[src/rtl/uart_word_tx_if.sv]
`timescale 1ns/1ps
`default_nettype none
// +--------------------------------------------------------------------------+
// | uart_word_tx_if : word write handshake into the UART word transmitter    |
// | Rev 1.0                                                                   |
// +--------------------------------------------------------------------------+
interface uart_word_tx_if #(
  parameter int DATA_W = 32
);
  logic [DATA_W-1:0] data_in;
  logic              wr_en;
  logic              wr_ready;

  modport master (output data_in, output wr_en, input  wr_ready);
  modport slave  (input  data_in, input  wr_en, output wr_ready);
endinterface
`default_nettype wire

[src/rtl/uart_word_tx.sv]
`timescale 1ns/1ps
`default_nettype none
// +--------------------------------------------------------------------------+
// | uart_word_tx : sends a word as NBYTES back-to-back 8N1 frames, with one  |
// | pending word buffered behind the word currently shifting out.  Rev 1.0   |
// +--------------------------------------------------------------------------+
module uart_word_tx #(
  parameter int NBYTES    = 4,
  parameter bit MSB_FIRST = 1'b1
) (
  input  wire logic       clk_50m,
  input  wire logic       rst,
  input  wire logic       clken,
  uart_word_tx_if.slave   wr,
  output logic            Tx,
  output logic            Tx_busy,
  output logic            done
);

  localparam int DATA_W = 8 * NBYTES;
  localparam int BW     = (NBYTES > 1) ? $clog2(NBYTES) : 1;

  typedef enum logic [2:0] {
    IDLE  = 3'd0,
    ARMED = 3'd1,
    START = 3'd2,
    DATA  = 3'd3,
    STOP  = 3'd4
  } state_t;

  state_t            state;
  logic [DATA_W-1:0] pending;
  logic [DATA_W-1:0] word;
  logic [BW-1:0]     byte_idx;
  logic [2:0]        bit_idx;
  logic [7:0]        cur_byte;
  logic              last_byte;
  logic              accept;
  logic              consume;

  // The byte on the line is always at the sending end of the shift register.
  generate
    if (MSB_FIRST) begin : g_msb_first
      assign cur_byte = word[DATA_W-1 -: 8];
    end else begin : g_lsb_first
      assign cur_byte = word[7:0];
    end
  endgenerate

  assign last_byte = (byte_idx == BW'(NBYTES - 1));
  assign accept    = wr.wr_en && wr.wr_ready;
  assign consume   = ((state == IDLE) && !wr.wr_ready) ||
                     ((state == STOP) && clken && last_byte && !wr.wr_ready);
  assign Tx_busy   = (state != IDLE);

  always_ff @(posedge clk_50m or posedge rst) begin
    if (rst) begin
      state       <= IDLE;
      Tx          <= 1'b1;
      done        <= 1'b0;
      wr.wr_ready <= 1'b1;
      pending     <= '0;
      word        <= '0;
      byte_idx    <= '0;
      bit_idx     <= '0;
    end else begin
      done <= 1'b0;
      if (accept) begin
        pending <= wr.data_in;
      end
      // Pending slot is read out before a same-edge capture refills it.
      wr.wr_ready <= !(((!wr.wr_ready) && !consume) || accept);

      case (state)
        IDLE: begin
          Tx <= 1'b1;
          if (!wr.wr_ready) begin
            word     <= pending;
            byte_idx <= '0;
            state    <= ARMED;
          end
        end
        ARMED: begin
          if (clken) begin
            Tx       <= 1'b0;
            byte_idx <= '0;
            state    <= START;
          end
        end
        START: begin
          if (clken) begin
            Tx      <= cur_byte[0];
            bit_idx <= 3'd0;
            state   <= DATA;
          end
        end
        DATA: begin
          if (clken) begin
            if (bit_idx == 3'd7) begin
              Tx    <= 1'b1;
              state <= STOP;
            end else begin
              Tx      <= cur_byte[bit_idx + 3'd1];
              bit_idx <= bit_idx + 3'd1;
            end
          end
        end
        STOP: begin
          if (clken) begin
            if (!last_byte) begin
              Tx       <= 1'b0;
              byte_idx <= byte_idx + BW'(1);
              word     <= MSB_FIRST ? (word << 8) : (word >> 8);
              state    <= START;
            end else begin
              done <= 1'b1;
              if (!wr.wr_ready) begin
                Tx       <= 1'b0;
                word     <= pending;
                byte_idx <= '0;
                state    <= START;
              end else begin
                Tx    <= 1'b1;
                state <= IDLE;
              end
            end
          end
        end
        default: begin
          Tx    <= 1'b1;
          state <= IDLE;
        end
      endcase
    end
  end

endmodule
`default_nettype wire

[src/flat_wrapper.sv]
// flat-port wrapper written by rule: the top's interface ports become plain ports
module uart_word_tx_flat 
#(
  parameter int NBYTES    = 4,
  parameter bit MSB_FIRST = 1'b1
)
  (clk_50m, rst, clken, Tx, Tx_busy, done, wr_data_in, wr_wr_en, wr_wr_ready);
  uart_word_tx_if #(.DATA_W(32)) wr_i ();
  input  wire logic clk_50m;
  input  wire logic rst;
  input  wire logic clken;
  output logic Tx;
  output logic Tx_busy;
  output logic done;
  input wire logic [$bits(wr_i.data_in)-1:0] wr_data_in;
  input wire logic [$bits(wr_i.wr_en)-1:0] wr_wr_en;
  output wire logic [$bits(wr_i.wr_ready)-1:0] wr_wr_ready;
  assign wr_i.data_in = wr_data_in;
  assign wr_i.wr_en = wr_wr_en;
  assign wr_wr_ready = wr_i.wr_ready;
  uart_word_tx #(.NBYTES(NBYTES), .MSB_FIRST(MSB_FIRST)) u_core (.clk_50m(clk_50m), .rst(rst), .clken(clken), .wr(wr_i), .Tx(Tx), .Tx_busy(Tx_busy), .done(done));
endmodule
[config.mk]
export PLATFORM = sky130hd
export DESIGN_NAME = uart_word_tx_flat
export DESIGN_NICKNAME = d
export VERILOG_FILES = /design/src/rtl/uart_word_tx_if.sv /design/src/rtl/uart_word_tx.sv /design/src/flat_wrapper.sv
export SDC_FILE = /design/constraint.sdc
export NUM_CORES = 1
export LEC_CHECK = 0
export BUFFER_PORTS_ARGS = -buffer_cell sky130_fd_sc_hd__clkbuf_2
export CAP_MARGIN = 40
export CORE_MARGIN = 2
export CORE_UTILIZATION = 51
export DETAILED_ROUTE_END_ITERATION = 6
export PLACE_DENSITY = 0.74
export SLEW_MARGIN = 40
export SYNTH_ARGS = -nofsm -noshare
export SYNTH_HDL_FRONTEND = slang
export SYNTH_SLANG_ARGS = --single-unit
[constraint.sdc]
create_clock -name clk_50m -period 2.15 [get_ports clk_50m]
set_input_delay 0.43 -clock clk_50m [delete_from_list [all_inputs] [get_ports clk_50m]]
set_output_delay 0.43 -clock clk_50m [all_outputs]
set_load 0.05 [all_outputs]
==> results by group, run 1 <==
Layout
  • Share of layout cells above drive strength 1: 0.441
  • Post-route cell area: just under 0.004 mm²
  • Fin cells: 372
  • # diodes: 0
  • Layout Nets: between 300 and 400
  • Area Growth Syn to Fin: 16.8%

Die
  • Initial core utilization: 0.529
  • Die Wd: roughly 85 µm
  • Total Die Area: 0.00725 mm²
  • I/O pin total: 40
  • Die height: roughly 85 µm
  • Core Region: about 0.0063 mm²
  • FP Rows: 29

Status
  • Status: completed

Yosys
  • Xor and xnor fraction of the mapped netlist area: 0
  • Avg Inst Size Synth: between 10 and 15 µm²
  • Adder-cell share of the synthesized area: 0.0112
  • EDFF count, synth: 0
  • Synthesized flop and latch total: 75
  • Synth Area in Compound Gates: 0.220
  • Main combinational cell family by area after synthesis: compound AO/OA/AOI/OAI gates
  • Yosys cell types: 35
  • Synth Warn #: 0
  • Mux share of post-synthesis cell area: 0.130
  • Synth top cells by count: dfrtp_1 (73), mux2_2 (34), o22ai_1 (25)
  • Most frequent cell after synthesis: dfrtp_1
  • Synthesized cell area: 0.00336 mm²
  • Dominant synthesized flop cell: dfrtp_1
  • Post-synth top area cell: dfrtp_1
  • Net count after synthesis: about 290
  • Register area share after synthesis: 0.559
  • Synth top area cells: dfrtp_1 (54%), mux2_2 (11%), a2bb2oi_2 (8.9%)
  • Synthesized instance count: between 200 and 250
  • Simple-Gate Fraction of Synth Area: 0.0447
  • Synth async-reset ratio: 1.00
  • Share of the synthesized area in the top cell type: 0.544

STA
  • Final hold vios: 0
  • Least-Margin Pin Slew: 576 ps
  • Worst slew margin: 0.615
  • Fin crit period: approximately 2000 ps
  • Final setup margin: around 140 ps
  • Slew Limit Fails: 0
  • Post-route setup TNS: 0 ps
  • Fin crit share: 0.935
  • Count of final setup violators: 0
  • RSZ-0062 raised after global routing: no
  • Clock Skew: 5.01 ps
  • Fmax: slightly below 500 MHz

Power
  • Switching share of power: 0.288
  • Pint: 0.00339 W
  • Worst IR Drop VDD: 0.823 mV
  • LEAKAGE: ~1.8 nW
  • Sequential share of power: 0.470
  • Comb power frac: 0.258
  • Power share of the clock group: 0.272
  • Sw Pwr: ~0.0014 W
  • P per Cell Area: roughly 1200 mW/mm²

CTS
  • Num CTS Buffers: 9
  • CTS tree: yes
  • Clk sinks: 75
  • CTS clk-pin slew, worst paths: about 80 ps
  • Post-cts sizing count: 0
  • Max Root-Sink Buffers: 2
  • Root buffer cell: clkbuf_8
  • Worst-Skew Late Latency: approximately 340 ps
  • # H-tree levels: 3
  • Post-CTS Setup Bufs: 0
  • # hold bufs at CTS: 0

Setup path
  • Worst Path Max Fanout: 10
  • Critical Path Slowest Stage Cell: dfrtp_1
  • Worst EP arrival: between 1500 and 2000 ps
  • Crit Path Class: reg -> out
  • Critical path origin: u_core.state[0]$_DFFE_PP0P_
  • Worst setup SP type: flip-flop
  • Reg-to-reg slack, setup: 160 ps
  • Delay-heaviest family, CP: flip-flops
  • Crit. End Element: output pin
  • Critical Path, Cell by Cell: buf_4 -> or3_1 -> clkbuf_2
  • R2R cell count: 5
  • Worst reg2reg startpoint: u_core.byte_idx[0]$_DFFE_PP0P_
  • Slowest cell delay on critical path: approximately 460 ps
  • Worst setup endpoint: Tx_busy
  • Worst flop-to-flop path endpoint: u_core.word[3]$_DFFE_PP0P_
  • Critical path depth in cells: 3
  • Worst Path Required: between 1500 and 2000 ps
  • WP buf/inv: 2

Placement
  • Placed insts: 356
  • Port bufs: 39
  • RD Place Congestion: between 0.7 and 0.8
  • Placed Instance Area: approximately 0.0037 mm²
  • HPWL after DPL: between 4000 and 5000 µm
  • Pre-CTS setup slack: approximately 180 ps

Global route
  • Initial antenna violation count: 0
  • Grt ovf: 0
  • Vias in the first global route: 2265
  • Global-route wire length before repair: 11100 µm
  • Largest net degree at the start of global routing: 34
  • Gr usage total: 0.197

Detailed routing
  • Routed vias/inst: 5.77
  • Routed wire per std cell: 17.3 µm
  • DRT Wirelength: 6430 µm
  • Routed Antenna Nets: 0
  • Drt first pass iters: 4
  • Vias: 2146
  • DRC violations left: 0
  • Drt first-iter violations: roughly 130

Flow run
  • Max-cap viol count: 0

Hold path
  • Min-Delay Path Class: in -> async
-- sequential cells by signal (all words and copies together), names as in the netlist --
name                count
u_core.state            3
u_core.word            32
u_core.byte_idx         2
u_core.Tx               1
u_core.bit_idx          3
u_core.wr.wr_ready      1
u_core.done             1
u_core.pending         32
-- worst reg2reg max path: stages, from the launching register on --
cell and delay [ps]:
dfrtp_1 400, ha_1 240, or4b_4 630, nand2_4 210, nor2_1 170, a22o_1 220
-- final cells by class --
| cell class | count | area (µm²) |
|---|---|---|
| fillers | 502 | 2430 |
| flip-flops and latches | 75 | 1880 |
| multi-input cells | 149 | 1370 |
| repair buffers | 51 | 323 |
| clock buffers | 10 | 128 |
| clock inverters | 6 | 114 |
| well taps | 77 | 96.3 |
| inverters | 4 | 18.8 |
-- how the worst min path moves through the flow --
stage / endpoint / from / slack, ps
6_report: u_core.pending[12]$_DFFE_PP0P_ / rst / 130
5_1_grt: u_core.byte_idx[0]$_DFFE_PP0P_ / rst / 160
4_1_cts: u_core.byte_idx[0]$_DFFE_PP0P_ / rst / 140
3_5_place_dp: u_core.word[6]$_DFFE_PP0P_ / u_core.pending[6]$_DFFE_PP0P_ / 480
3_3_place_gp: u_core.word[7]$_DFFE_PP0P_ / u_core.pending[7]$_DFFE_PP0P_ / 470
2_1_floorplan: u_core.word[0]$_DFFE_PP0P_ / u_core.pending[0]$_DFFE_PP0P_ / 460
-- through the flow --
step | hold slack, ps | total power (W) | util
2_1_floorplan | 461 | 0.00319 | -
3_3_place_gp | 474 | 0.00345 | 0.580
3_5_place_dp | 484 | 0.00351 | 0.580
4_1_cts | 141 | 0.00482 | 0.618
5_1_grt | 163 | 0.00506 | 0.618
6_report | 127 | 0.00477 | 0.618
-- power groups by stage --
stage               Sequential [W]  Combinational, W  Clock, W
floorplan                  0.00216           0.00102         0
global placement           0.00225           0.00119         0
detailed placement         0.00226           0.00125         0
CTS                        0.00224           0.00125   0.00132
global route               0.00230           0.00137   0.00139
finish                     0.00224           0.00123   0.00130
-- layer usage --
metal / GRT usage / share of wire / vias to the layer above
met5: 0 / 0 / -
met4: 0.0693 / 0.014 / 0
met3: 0.0496 / 0.036 / 8
met2: 0.308 / 0.49 / 43
met1: 0.269 / 0.46 / 1068
li1: - / - / 1027
-- logic make-up after synthesis --
| family | after synthesis |
|---|---|
| AOI/OAI and AO/OA | 81 |
| adders and majority gates | 3 |
| buffers and inverters | 22 |
| DFF | 75 |
| muxes | 37 |
| and+or+nand+nor | 28 |
-- layout by cell type (no fill, tap or decap) --
cell,n
clkinv_4,1
dfstp_2,2
a311o_1,1
clkinvlp_4,3
o211ai_1,1
buf_12,3
or4b_4,1
a21oi_4,1
or2_2,1
clkbuf_2,39
nor2_1,8
nand3b_1,1
and2_1,1
and4_1,1
a22o_1,14
a2bb2oi_1,5
clkbuf_8,9
a211oi_1,2
o32ai_1,1
buf_4,9
o22ai_1,25
inv_1,3
nor3_1,1
mux4_2,2
a2bb2oi_2,20
a21oi_1,4
o21ai_0,6
nand2_4,1
a31o_2,1
nand2_1,8
bufinv_16,3
nand2b_1,2
ha_1,3
clkbuf_1,1
mux2i_1,1
and3_1,1
mux2_2,34
dfrtp_1,73
or3_1,2
Note: power is estimated with default switching activity, not from simulation.
==> run 2, diff against run 1 <==
--- a/config.mk
+++ b/config.mk
@@ -7,7 +7,7 @@
 export LEC_CHECK = 0
 export BUFFER_PORTS_ARGS = -buffer_cell sky130_fd_sc_hd__clkbuf_2
 export CAP_MARGIN = 40
-export CORE_MARGIN = 2
+export CORE_MARGIN = 1.5
 export CORE_UTILIZATION = 51
 export DETAILED_ROUTE_END_ITERATION = 6
 export PLACE_DENSITY = 0.74
==> run 2 against run 1 <==
Compared with the run above: maximum frequency is 0.74% higher; non-clock buffer count decreased by 1; clock power decreased by 15%; flip-flop and latch count stayed put; global-route usage grew 0.13 points; critical path type is now reg -> reg; highest routed layer unchanged.
==> results by group, run 2 (synthesis gave the netlist of run 1 again) <==
Global route
  • Grt ovf: 0
  • Largest net degree at the start of global routing: between 40 and 50
  • Gr usage total: 0.198
  • Global-route wire length before repair: between 10000 and 15000 µm
  • Vias in the first global route: ~2200
  • Initial antenna violation count: 0

Die
  • FP Rows: 29
  • Die height: 84.2 µm
  • Core Region: 0.00635 mm²
  • I/O pin total: 40
  • Total Die Area: just over 0.007 mm²
  • Initial core utilization: 0.529
  • Die Wd: approximately 84 µm

Power
  • Worst IR Drop VDD: between 0.8 and 0.9 mV
  • Switching share of power: 0.297
  • Power share of the clock group: 0.243
  • Pint: between 0.003 and 0.004 W
  • P per Cell Area: 1180 mW/mm²
  • Comb power frac: 0.270
  • Sequential share of power: 0.487
  • Sw Pwr: 0.00136 W
  • LEAKAGE: ~1.8 nW

CTS
  • Post-CTS Setup Bufs: 0
  • # H-tree levels: 3
  • Post-cts sizing count: 0
  • Root buffer cell: clkbuf_8
  • CTS tree: yes
  • Num CTS Buffers: 9
  • Max Root-Sink Buffers: 2
  • Worst-Skew Late Latency: roughly 340 ps
  • # hold bufs at CTS: 0
  • CTS clk-pin slew, worst paths: 80 ps
  • Clk sinks: between 70 and 80

Setup path
  • Crit Path Class: reg -> reg
  • R2R cell count: 5
  • Worst Path Max Fanout: 12
  • Worst setup SP type: flip-flop
  • Worst Path Required: 2370 ps
  • Crit. End Element: flip-flop
  • Worst EP arrival: ~2200 ps

Layout
  • Post-route cell area: slightly below 0.004 mm²
  • Area Growth Syn to Fin: 15.5%
  • Layout Utilization: 0.611
  • Layout Nets: around 330
  • Commonest non-fill, non-tap cell in the layout: dfrtp_1
  • Biggest regs: u_core.pending x32, u_core.word x32
  • Most frequent cells in the layout: dfrtp_1 (73), clkbuf_2 (39), mux2_2 (34)
  • Share of layout cells above drive strength 1: 0.435
  • # diodes: 0
  • Fin cells: ~370

STA
  • Least-Margin Pin Slew: about 520 ps
  • Fin crit share: 0.928
  • Fmax: 501 MHz
  • RSZ-0062 raised after global routing: no
  • Post-route setup TNS: 0 ps
  • Final hold vios: 0
  • Clock Skew: between 15 and 20 ps
  • Worst slew margin: 0.650
  • Fin crit period: 2000 ps
  • Slew Limit Fails: 0
  • Count of final setup violators: 0

Detailed routing
  • Routed Antenna Nets: 0
  • Routed wire per std cell: between 15 and 20 µm
  • DRT Wirelength: roughly 6400 µm
  • Drt first pass iters: 4
  • Vias: between 2000 and 2500
  • Drt first-iter violations: about 130
  • Routed vias/inst: 5.91
  • DRC violations left: 0

Status
  • Status: completed

Placement
  • Port bufs: 39
  • RD Place Congestion: just under 0.8
  • Placed Instance Area: about 0.0037 mm²
  • HPWL after DPL: 4300 µm
  • Placed insts: around 360

Hold path
  • Min-Delay Path Class: in -> async

Flow run
  • Max-cap viol count: 0
-- run 2: cell types whose count changed in the layout (fill, tap and decap cells not counted) --
cell,previous run,this run
buf_4,9,8
bufinv_16,3,1
clkbuf_1,1,2
clkbuf_8,9,11
clkinvlp_4,3,2
-- run 2: worst paths after layout --
check | start | to | slack [ps]
max | u_core.byte_idx[0]$_DFFE_PP0P_ | u_core.word[6]$_DFFE_PP0P_ | 150
min | rst | u_core.byte_idx[0]$_DFFE_PP0P_ | 40
max reg2reg | u_core.byte_idx[0]$_DFFE_PP0P_ | u_core.word[6]$_DFFE_PP0P_ | 150
min reg2reg | u_core.pending[1]$_DFFE_PP0P_ | u_core.word[1]$_DFFE_PP0P_ | 490
max in group asynchronous | rst | u_core.word[26]$_DFFE_PP0P_ | 1560
min in group clk_50m | wr_wr_en | u_core.wr.wr_ready$_DFF_PP1_ | 250
-- run 2: power groups by stage --
stage | clock network (W) | registers (W) | logic, W
3_3_place_gp | 0 | 0.00225 | 0.00120
5_1_grt | 0.00121 | 0.00230 | 0.00136
4_1_cts | 0.00114 | 0.00224 | 0.00126
3_5_place_dp | 0 | 0.00226 | 0.00125
6_report | 0.00111 | 0.00224 | 0.00124
2_1_floorplan | 0 | 0.00216 | 0.00102
-- run 2: per-stage QoR --
step	power [W]	hold slack [ps]	worst slack [ps]
after floorplan	0.00319	461	300
after global placement	0.00345	416	229
after detailed placement	0.00351	415	180
after CTS	0.00463	41.6	155
after global routing	0.00486	55.6	28.5
final	0.00459	39.5	154
-- run 2: worst max-delay path: stages, from the launching register on --
cell     delay, ps
dfrtp_1        400
ha_1           240
or4b_4         660
nand2_1        110
nand2_1        180
a22o_1         290
-- run 2: layout make-up --
type,count,area [µm²]
multi-input cells,149,1370
repair buffers,50,315
clock buffers,13,159
well taps,77,96.3
inverters,4,18.8
fillers,488,2470
flip-flops and latches,75,1880
clock inverters,3,46.3
-- run 2: layer usage --
| layer | track usage | vias to the layer above | part of all wire |
|---|---|---|---|
| met3 | 0.0334 | 7 | 0.033 |
| met1 | 0.290 | 1111 | 0.46 |
| met2 | 0.297 | 50 | 0.49 |
| met4 | 0.0805 | 0 | 0.013 |
| li1 | - | 1024 | - |
| met5 | 0 | - | 0 |
==> run 3, diff against run 2 <==
--- a/config.mk
+++ b/config.mk
@@ -5,6 +5,7 @@
 export SDC_FILE = /design/constraint.sdc
 export NUM_CORES = 1
 export LEC_CHECK = 0
+export ABC_AREA = 1
 export BUFFER_PORTS_ARGS = -buffer_cell sky130_fd_sc_hd__clkbuf_2
 export CAP_MARGIN = 40
 export CORE_MARGIN = 1.5
==> run 3 against run 2 <==
Compared with the run above: worst hold slack gained 150 ps; clock-buffer cell count shrank 1; clock skew shrank 8.1 ps; non-clock buffer count shrank 4; synthesized cell count grew 67%; sequential share of layout area shrank 0.68 points; critical endpoint is now u_core.word[31]$_DFFE_PP0P_; largest cell class unchanged.
==> results by group, run 3 <==
Hold path
  • Min-Delay Path Class: in -> async

Yosys
  • Synth top cells by count: nand2_1 (122), dfrtp_1 (73), nand3_1 (62)
  • Net count after synthesis: 449
  • EDFF count, synth: 0
  • Share of the synthesized area in the top cell type: 0.517
  • Synthesized instance count: a little over 400
  • Synth top area cells: dfrtp_1 (52%), nand2_1 (13%), nand3_1 (8.8%)
  • Synth Warn #: 0
  • Synthesized cell area: about 0.0035 mm²
  • Synthesized flop and latch total: between 70 and 80
  • Dominant synthesized flop cell: dfrtp_1
  • Post-synth top area cell: dfrtp_1
  • Yosys cell types: 29
  • Most frequent cell after synthesis: nand2_1
  • Register area share after synthesis: 0.532
  • Avg Inst Size Synth: about 8.6 µm²
  • Synth async-reset ratio: 1.00

Detailed routing
  • DRC violations left: 0
  • Vias: ~2900
  • Drt first-iter violations: 233
  • Routed wire per std cell: ~14 µm
  • DRT Wirelength: roughly 7500 µm
  • Routed Antenna Nets: 0
  • Drt first pass iters: 4
  • Routed vias/inst: ~5.5

Layout
  • Area Growth Syn to Fin: 11.4%
  • Share of layout cells above drive strength 1: 0.163
  • Multi-input logic area: approximately 0.0014 mm²
  • Layout Nets: roughly 480
  • Commonest non-fill, non-tap cell in the layout: nand2_1
  • Register area: between 0.0015 and 0.002 mm²
  • Layout fillers: ~650
  • Biggest regs: u_core.pending x32, u_core.word x32
  • Most frequent cells in the layout: nand2_1 (122), dfrtp_1 (73), nand3_1 (62)
  • # diodes: 0
  • Post-route cell area: approximately 0.0039 mm²

CTS
  • # H-tree levels: 3
  • Clk sinks: 75
  • Post-cts sizing count: 0
  • Max Root-Sink Buffers: 2
  • Post-CTS Setup Bufs: 0
  • Root buffer cell: clkbuf_8
  • # hold bufs at CTS: 0
  • Worst-Skew Late Latency: 350 ps
  • CTS tree: yes
  • CTS clk-pin slew, worst paths: around 80 ps
  • Num CTS Buffers: 9

STA
  • Post-route setup TNS: 0 ps
  • RSZ-0062 raised after global routing: no
  • Worst slew margin: 0.656
  • Fin crit period: 1830 ps
  • Slew Limit Fails: 0
  • Fin crit share: 0.852
  • Count of final setup violators: 0
  • Least-Margin Pin Slew: between 500 and 600 ps
  • Fmax: roughly 550 MHz
  • Final hold vios: 0
  • Clock Skew: between 7 and 8 ps
  • Hold slack final: 185 ps

Setup path
  • Worst Path Required: approximately 2400 ps
  • Worst EP arrival: approximately 2100 ps
  • Crit. End Element: flip-flop
  • Crit Path Class: reg -> reg
  • Worst Path Max Fanout: 32
  • Worst setup SP type: flip-flop

Power
  • P per Cell Area: around 1600 mW/mm²
  • LEAKAGE: between 1.5 and 2 nW
  • Power share of the clock group: 0.176
  • Comb power frac: 0.404
  • Switching share of power: 0.410
  • Sequential share of power: 0.420
  • Total Power: around 0.0062 W
  • Sw Pwr: around 0.0025 W
  • Worst IR Drop VDD: 0.741 mV
  • Pint: 0.00365 W

Die
  • Core Region: 0.00676 mm²
  • Die Wd: ~86 µm
  • Total Die Area: between 0.007 and 0.008 mm²
  • Die height: between 80 and 90 µm
  • I/O pin total: 40
  • Initial core utilization: 0.523
  • FP Rows: 30

Global route
  • Largest net degree at the start of global routing: 41
  • Gr usage total: 0.229
  • Global-route wire length before repair: approximately 13000 µm
  • Grt ovf: 0
  • Initial antenna violation count: 0
  • Vias in the first global route: ~2800

Status
  • Status: completed

Placement
  • Placed Instance Area: ~0.0037 mm²
  • HPWL after DPL: between 5000 and 6000 µm
  • Port bufs: 39
  • RD Place Congestion: approximately 0.84

Flow run
  • Max-cap viol count: 0
## run 3: cell count changes after synthesis, moves of 19 or more
cell       change
nand2_1      +114
o21ai_0       +19
a2bb2oi_2     -20
o31a_1        +22
o22ai_1       -25
mux2_2        -34
nand3_1       +62
## run 3: worst paths after layout
kind | slack (ps) | start | cells past startpoint | to
min in group clk_50m | 270 | wr_data_in[9] | 3 | u_core.pending[9]$_DFFE_PP0P_
hold reg to reg | 480 | u_core.pending[15]$_DFFE_PP0P_ | 2 | u_core.pending[15]$_DFFE_PP0P_
hold / removal | 180 | rst | 3 | u_core.state[2]$_DFFE_PP0P_
setup / recovery | 320 | u_core.state[0]$_DFFE_PP0P_ | 7 | u_core.word[31]$_DFFE_PP0P_
max in group asynchronous | 1570 | rst | 3 | u_core.word[15]$_DFFE_PP0P_
setup reg to reg | 320 | u_core.state[0]$_DFFE_PP0P_ | 7 | u_core.word[31]$_DFFE_PP0P_
## run 3: power by group through the flow
stage	combinational, W	sequential, W	clock [W]
after CTS	0.00252	0.00259	0.00110
after global placement	0.00242	0.00259	0
after detailed placement	0.00251	0.00261	0
final	0.00250	0.00260	0.00109
after floorplan	0.00210	0.00248	0
after global routing	0.00286	0.00268	0.00115
## run 3: cells by family after synthesis
logic type,count (synthesis),synth area share
AND/OR/NAND/NOR,222,0.273
adder cells (fa/ha/maj),3,0.0106
AO/OA/AOI/OAI,64,0.119
buffers and inverters,46,0.0655
flip-flops,75,0.532
## run 3: area by class of cell
cell class                 instances  area share
clock buffer                      12      0.0369
tap                               80      0.0254
inverter                          22      0.0232
multi-input combinational        289       0.361
clock inverter                     4      0.0127
timing repair buffer              46      0.0630
sequential                        75       0.478
## run 3: critical path: stages, from the launching register on
cell      delay [ps]
dfrtp_1          480
nor2_4           170
nand2_2           90
clkinv_4         170
nand2_4          210
nor2_8           420
nor3_1            80
nor2_1           120
## run 3: metal layers
metal  wire (µm)  track usage  vias up
met5           0            0        -
met4         150        0.103        0
met3         286       0.0371       12
met2        3460        0.353       65
met1        3650        0.323     1371
li1            -            -     1435
## run 3: stage by stage
stage	utilization	setup WS [ps]	instances
2_1_floorplan	-	597	410
3_3_place_gp	0.554	392	512
3_5_place_dp	0.554	342	512
4_1_cts	0.582	321	528
5_1_grt	0.582	122	528
6_report	0.582	318	528
